===== config.mk =====
export PLATFORM = sky130hd
export DESIGN_NAME = interleaved_modmul_flat
export DESIGN_NICKNAME = d
export VERILOG_FILES = /design/src/rtl/interleaved_modmul_pkg.sv /design/src/rtl/interleaved_modmul_if.sv /design/src/rtl/interleaved_modmul_bk_adder.sv /design/src/rtl/interleaved_modmul_reduce.sv /design/src/rtl/interleaved_modmul.sv /design/src/flat_wrapper.sv
export SDC_FILE = /design/constraint.sdc
export NUM_CORES = 1
export LEC_CHECK = 0
export ABC_AREA = 0
export ABC_CLOCK_PERIOD_IN_PS = 14000
export CORE_UTILIZATION = 61
export CTS_CLUSTER_SIZE = 16
export DETAILED_ROUTE_END_ITERATION = 7
export PLACE_DENSITY = 0.95
export RECOVER_POWER = 25
export SLEW_MARGIN = 20
export SYNTH_ARGS = -nofsm -noshare
export SYNTH_HDL_FRONTEND = slang
export SYNTH_HIERARCHICAL = 1
export SYNTH_SLANG_ARGS = --single-unit
export TNS_END_PERCENT = 20

===== constraint.sdc =====
create_clock -name clk -period 14 [get_ports clk]
set_input_delay 4.2 -clock clk [delete_from_list [all_inputs] [get_ports clk]]
set_output_delay 4.2 -clock clk [all_outputs]
set_load 0.005 [all_outputs]

===== src/rtl/interleaved_modmul_pkg.sv =====
// Shared types and constants for the interleaved modular multiplier.
package modmul_pkg;
  localparam int WIDTH_DEFAULT = 16;
  localparam int IDX_W = $clog2(WIDTH_DEFAULT);

  typedef enum logic [1:0] {
    IDLE = 2'd0,
    DBL  = 2'd1,
    ADD  = 2'd2,
    DONE = 2'd3
  } modmul_state_t;
endpackage


===== src/rtl/interleaved_modmul_if.sv =====
// Operand/result handshake bundle between the multiplier and its neighbours.
interface interleaved_modmul_if
  import modmul_pkg::*;
#(
  parameter int WIDTH = WIDTH_DEFAULT
);
  logic             in_valid;
  logic             in_ready;
  logic [WIDTH-1:0] a;
  logic [WIDTH-1:0] b;
  logic [WIDTH-1:0] m;
  logic             out_valid;
  logic             out_ready;
  logic [WIDTH-1:0] result;
  logic             out_err;
  logic             busy;

  modport master (
    output in_valid, a, b, m, out_ready,
    input  in_ready, out_valid, result, out_err, busy
  );

  modport slave (
    input  in_valid, a, b, m, out_ready,
    output in_ready, out_valid, result, out_err, busy
  );
endinterface


===== src/rtl/interleaved_modmul_bk_adder.sv =====
// Brent-Kung parallel-prefix adder; W must be a power of two.
module bk_adder #(
  parameter int W = 16
) (
  input  logic [W-1:0] a_i,
  input  logic [W-1:0] b_i,
  input  logic         cin_i,
  output logic [W-1:0] sum_o,
  output logic         cout_o
);
  logic [W-1:0] g;
  logic [W-1:0] p;
  logic [W-1:0] h;

  assign h = a_i ^ b_i;

  // g[i] ends up as the carry out of bit i (carry-in folded into bit 0).
  always_comb begin
    g    = a_i & b_i;
    p    = h;
    g[0] = g[0] | (p[0] & cin_i);
    for (int d = 1; d < W; d = d * 2) begin
      for (int i = 2 * d - 1; i < W; i += 2 * d) begin
        g[i] = g[i] | (p[i] & g[i-d]);
        p[i] = p[i] & p[i-d];
      end
    end
    for (int d = W / 4; d > 0; d = d / 2) begin
      for (int i = 3 * d - 1; i < W; i += 2 * d) begin
        g[i] = g[i] | (p[i] & g[i-d]);
        p[i] = p[i] & p[i-d];
      end
    end
  end

  assign sum_o  = h ^ {g[W-2:0], cin_i};
  assign cout_o = g[W-1];
endmodule


===== src/rtl/interleaved_modmul_reduce.sv =====
// Combinational (x + y) mod m for x, y < m: one add pass, one conditional-subtract pass.
module modmul_reduce_step #(
  parameter int W = 16
) (
  input  logic [W-1:0] x_i,
  input  logic [W-1:0] y_i,
  input  logic [W-1:0] m_i,
  output logic [W-1:0] r_o
);
  logic [W-1:0] sum1;
  logic [W-1:0] diff;
  logic         c_sum;
  logic         c_diff;
  logic         ge;

  bk_adder #(.W(W)) u_add (
    .a_i   (x_i),
    .b_i   (y_i),
    .cin_i (1'b0),
    .sum_o (sum1),
    .cout_o(c_sum)
  );

  bk_adder #(.W(W)) u_sub (
    .a_i   (sum1),
    .b_i   (~m_i),
    .cin_i (1'b1),
    .sum_o (diff),
    .cout_o(c_diff)
  );

  // Bit W of {c_sum,sum1} + {1,~m} + 1 carries out exactly when the 17-bit sum >= m.
  assign ge  = c_sum | c_diff;
  assign r_o = ge ? diff : sum1;
endmodule


===== src/rtl/interleaved_modmul.sv =====
// Radix-2 interleaved modular multiplier: result = (a * b) mod m, MSB first.
//   state | meaning
//   IDLE  | waiting for operands, in_ready high
//   DBL   | R = 2R mod m
//   ADD   | R = (R + b[i]*a) mod m, step to next bit or finish
//   DONE  | result/out_err held with out_valid until out_ready
module interleaved_modmul
  import modmul_pkg::*;
#(
  parameter int WIDTH = WIDTH_DEFAULT
) (
  input logic                  clk,
  input logic                  rst_n,
  interleaved_modmul_if.slave  bus
);
  modmul_state_t    state_q, state_d;
  logic [WIDTH-1:0] a_q, a_d;
  logic [WIDTH-1:0] b_q, b_d;
  logic [WIDTH-1:0] m_q, m_d;
  logic [WIDTH-1:0] r_q, r_d;
  logic [WIDTH-1:0] result_q, result_d;
  logic             err_q, err_d;
  logic [IDX_W-1:0] idx_q, idx_d;
  logic [WIDTH-1:0] addend;
  logic [WIDTH-1:0] red;

  assign addend = (state_q == DBL) ? r_q : (b_q[idx_q] ? a_q : '0);

  modmul_reduce_step #(.W(WIDTH)) u_step (
    .x_i(r_q),
    .y_i(addend),
    .m_i(m_q),
    .r_o(red)
  );

  always_ff @(posedge clk or negedge rst_n) begin
    if (!rst_n) begin
      state_q  <= IDLE;
      a_q      <= '0;
      b_q      <= '0;
      m_q      <= '0;
      r_q      <= '0;
      result_q <= '0;
      err_q    <= 1'b0;
      idx_q    <= '0;
    end else begin
      state_q  <= state_d;
      a_q      <= a_d;
      b_q      <= b_d;
      m_q      <= m_d;
      r_q      <= r_d;
      result_q <= result_d;
      err_q    <= err_d;
      idx_q    <= idx_d;
    end
  end

  always_comb begin
    state_d  = state_q;
    a_d      = a_q;
    b_d      = b_q;
    m_d      = m_q;
    r_d      = r_q;
    result_d = result_q;
    err_d    = err_q;
    idx_d    = idx_q;
    unique case (state_q)
      IDLE: begin
        if (bus.in_valid) begin
          a_d      = bus.a;
          b_d      = bus.b;
          m_d      = bus.m;
          r_d      = '0;
          idx_d    = IDX_W'(WIDTH - 1);
          result_d = '0;
          if ((bus.m == '0) || (bus.a >= bus.m)) begin
            err_d   = 1'b1;
            state_d = DONE;
          end else begin
            err_d   = 1'b0;
            state_d = DBL;
          end
        end
      end
      DBL: begin
        r_d     = red;
        state_d = ADD;
      end
      ADD: begin
        r_d = red;
        if (idx_q == '0) begin
          result_d = red;
          state_d  = DONE;
        end else begin
          idx_d   = idx_q - 1'b1;
          state_d = DBL;
        end
      end
      DONE: begin
        if (bus.out_ready) state_d = IDLE;
      end
      default: state_d = IDLE;
    endcase
  end

  assign bus.in_ready  = (state_q == IDLE);
  assign bus.busy      = (state_q == DBL) || (state_q == ADD);
  assign bus.out_valid = (state_q == DONE);
  assign bus.result    = result_q;
  assign bus.out_err   = err_q;
endmodule


===== src/flat_wrapper.sv =====
// flat-port wrapper written by rule: the top's interface ports become plain ports
module interleaved_modmul_flat import modmul_pkg::*;
#(
  parameter int WIDTH = WIDTH_DEFAULT
)
  (clk, rst_n, bus_in_valid, bus_a, bus_b, bus_m, bus_out_ready, bus_in_ready, bus_out_valid, bus_result, bus_out_err, bus_busy);
  interleaved_modmul_if #(.WIDTH(WIDTH)) bus_i ();
  input logic clk;
  input logic rst_n;
  input wire logic [$bits(bus_i.in_valid)-1:0] bus_in_valid;
  input wire logic [$bits(bus_i.a)-1:0] bus_a;
  input wire logic [$bits(bus_i.b)-1:0] bus_b;
  input wire logic [$bits(bus_i.m)-1:0] bus_m;
  input wire logic [$bits(bus_i.out_ready)-1:0] bus_out_ready;
  output wire logic [$bits(bus_i.in_ready)-1:0] bus_in_ready;
  output wire logic [$bits(bus_i.out_valid)-1:0] bus_out_valid;
  output wire logic [$bits(bus_i.result)-1:0] bus_result;
  output wire logic [$bits(bus_i.out_err)-1:0] bus_out_err;
  output wire logic [$bits(bus_i.busy)-1:0] bus_busy;
  assign bus_i.in_valid = bus_in_valid;
  assign bus_i.a = bus_a;
  assign bus_i.b = bus_b;
  assign bus_i.m = bus_m;
  assign bus_i.out_ready = bus_out_ready;
  assign bus_in_ready = bus_i.in_ready;
  assign bus_out_valid = bus_i.out_valid;
  assign bus_result = bus_i.result;
  assign bus_out_err = bus_i.out_err;
  assign bus_busy = bus_i.busy;
  interleaved_modmul #(.WIDTH(WIDTH)) u_core (.clk(clk), .rst_n(rst_n), .bus(bus_i));
endmodule

==> impl_metrics.py <==
metrics = {
    "die": {
        "die-area_sq_um": 9880,
        "num_rows": 35,
        "core-area_sq_um": 9200,
        "num_io_pins": 72,
        "fp.dieW_microns": 99.4,
        "dieHeight_microns": 99.4,
        "start_util_pct": 62.9,
    },
    "global_route": {
        "grt_antenna_before_repair": 0,
        "grt_pass1_wl_mm": 23.0,
        "overflow": 0,
        "grt_max_degree": 88,
        "grtUsageTotal_pct": 30.1,
        "grt_pass1_vias": 4646,
    },
    "setup_path": {
        "worst-r2r-setup-slack_ns": 7.33,
        "crit_type": "primary input to asynchronous set/reset pin",
        "crit_buf_inv": 1,
        "critPathSlowestCell": "clkbuf_1",
        "cp_cell_sequence": "clkbuf_1",
        "r2r_start": "u_core/state_q[1]",
        "arrival_ns": 7.32,
        "r2r-end": "u_core/bus.result[15]",
        "critPathMaxFanout": 87,
        "critPathTopFamily": "buffers and inverters",
        "critPathCaptureType": "asynchronous set/reset pin",
        "critPathMaxStageDelay_ns": 3.07,
        "cp.required_ns": 13.45,
        "reg2regPathDepth": 22,
        "critPathLaunchType": "primary input",
    },
    "clock_tree": {
        "clkTransAtPathRegs_ns": 0.09,
        "clockRootBuffer": "clkbuf_8",
        "cts_hold_buf": 0,
        "cts_setup_buffers": 0,
        "cts_max_level": 3,
        "cts_resized": 0,
        "clock-sinks": 87,
        "clk_path_buf_depth": 2,
        "cts_tree": "built",
        "cts_buffers": 9,
        "clock_latency_ns": 0.37,
    },
    "yosys": {
        "synth_top_area_cell": "dfrtp_1",
        "synth-main-ff-cell": "dfrtp_1",
        "ys_types": 58,
        "synth.cell_area_sq_um": 5790,
        "synth_top_area_share_pct": 37.6,
        "async_flop_share_pct": 100,
        "synth_nets": 670,
        "synthTopCellsByArea": "dfrtp_1, ha_1, mux2_2",
        "synth.avg_cell_area_sq_um": 10.5,
        "yosys_warnings": 6,
        "synth-edff-count": 0,
        "ys_ff_latch": 87,
        "yosysSeqAreaShare_pct": 37.6,
        "postSynthCellCount": 551,
    },
    "detailed_routing": {
        "via_per_inst": 6.30,
        "wl_mm": 14.0,
        "antenna_left": 0,
        "drt_iter0_markers": 353,
        "drt-pass1-iter-count": 5,
        "wire_per_inst_microns": 19.2,
        "drc": 0,
        "vias": 4585,
    },
    "timing": {
        "period_share_pct": 56.2,
        "tightest_slew_ns": 4.44,
        "rsz0062_at_grt": "no",
        "finalSetupViolations": 0,
        "fin_setup_tns_ns": 0,
        "skew_ns": 0.0130,
        "clock.fmax_mhz": 127,
        "hold_viol_final": 0,
        "slew_headroom_pct": -196,
        "period_minus_slack_ns": 7.87,
        "slew_viol_final": 88,
    },
    "worst_hold_path": {
        "holdPathEnd": "u_core/bus.result[8]",
        "min_from": "u_core/bus.result[8]",
        "hold_class": "flip-flop to flip-flop",
        "hold_path_depth": 2,
    },
    "finish": {
        "drive_gt1_share_pct": 14.7,
        "nets": 731,
        "num_antenna_cells": 0,
        "fin_area_sq_um": 6700,
        "final_common_cell": "dfrtp_1",
        "final_cell_mix": "dfrtp_1, clkdlybuf4s50_1, inv_1, nand2_1, ha_1",
        "area_delta_synth_final_pct": 15.9,
        "num-fill-cells": 584,
    },
    "run_status": {
        "violations": "capacitance limit, slew limit",
        "status": "complete, but fails checks",
    },
    "run": {
        "drv_cap": 1,
    },
    "place": {
        "place_area_sq_um": 6530,
        "portBuffers": 71,
        "dp_hpwl_mm": 10.0,
        "gp_congestion": 0.941,
    },
}
[worst max path at each step]
| stage | start | endpoint | slack [ns] | depth (start not counted) |
|---|---|---|---|---|
| final | rst_n | u_core/a_q[8] | 6.13 | 1 |
| after global routing | rst_n | u_core/bus.result[8] | 5.21 | 1 |
| after CTS | u_core/state_q[1] | u_core/bus.result[15] | 7.52 | 22 |
| after detailed placement | bus_in_valid | u_core/state_q[1] | 7.54 | 7 |
| after global placement | bus_in_valid | u_core/state_q[1] | 7.62 | 7 |
| after floorplan | bus_m[15] | u_core/state_q[1] | 8.38 | 6 |
[cells in the mapped netlist, drive strengths merged, types with 2 or more instances]
master   count
a41oi        2
a2111oi      2
o21ai       41
a31o         2
a21oi       20
nor2        19
o211ai       7
o21a         4
a21o         5
nor4         5
mux2i        4
a22o        32
nor3         4
buf         10
xor2        10
conb         2
o31ai        2
fa          18
inv         66
nor2b        5
xnor2        4
clkbuf      12
nand2       66
dfrtp       87
a211oi       5
ha          49
mux4         2
mux2        49
[registers in the layout, indices dropped and copies added, names as in the netlist]
register / flops
u_core/a_q: 16
u_core/b_q: 16
u_core/bus.result: 16
u_core/m_q: 16
u_core/r_q: 16
u_core/idx_q: 4
u_core/state_q: 2
u_core/bus.out_err: 1
[kinds of logic after synthesis]
group                      Yosys count  synth area share [%]
buffers and inverters               88                  6.34
muxes                               55                  11.7
other                                2                 0.130
and+or+nand+nor                    105                  8.07
adders and majority gates           67                  16.8
xor gates and xnor gates            14                  2.12
AOI/OAI and AO/OA                  133                  17.2
DFF                                 87                  37.6
[layout make-up]
cell class,instances,area (sq um),share of cell area (%)
repair buffers,72,712,10.6
well taps,111,139,2.07
clock inverters,7,55.1,0.821
inverters,66,248,3.70
multi-input cells,376,3250,48.5
flip-flops and latches,87,2180,32.5
clock buffers,9,124,1.85
[per-layer routing]
layer	track usage (%)	wire, microns
met3	4.99	970
met5	0	0
met1	38.3	5590
met4	15.7	533
met2	49.8	6860
[through the flow]
step | utilization (%) | instances | worst slack, ns | hold slack [ns]
final | 72.9 | 728 | 6.13 | 0.482
after global routing | 72.9 | 728 | 5.21 | 0.514
after CTS | 72.9 | 728 | 7.52 | 0.492
after detailed placement | 71.0 | 712 | 7.54 | 0.472
after global placement | 71.0 | 712 | 7.62 | 0.464
after floorplan | - | 551 | 8.38 | 0.450
Power is not shown: default switching activity piles up to over one toggle a cycle in this logic, so the estimate is an artifact.
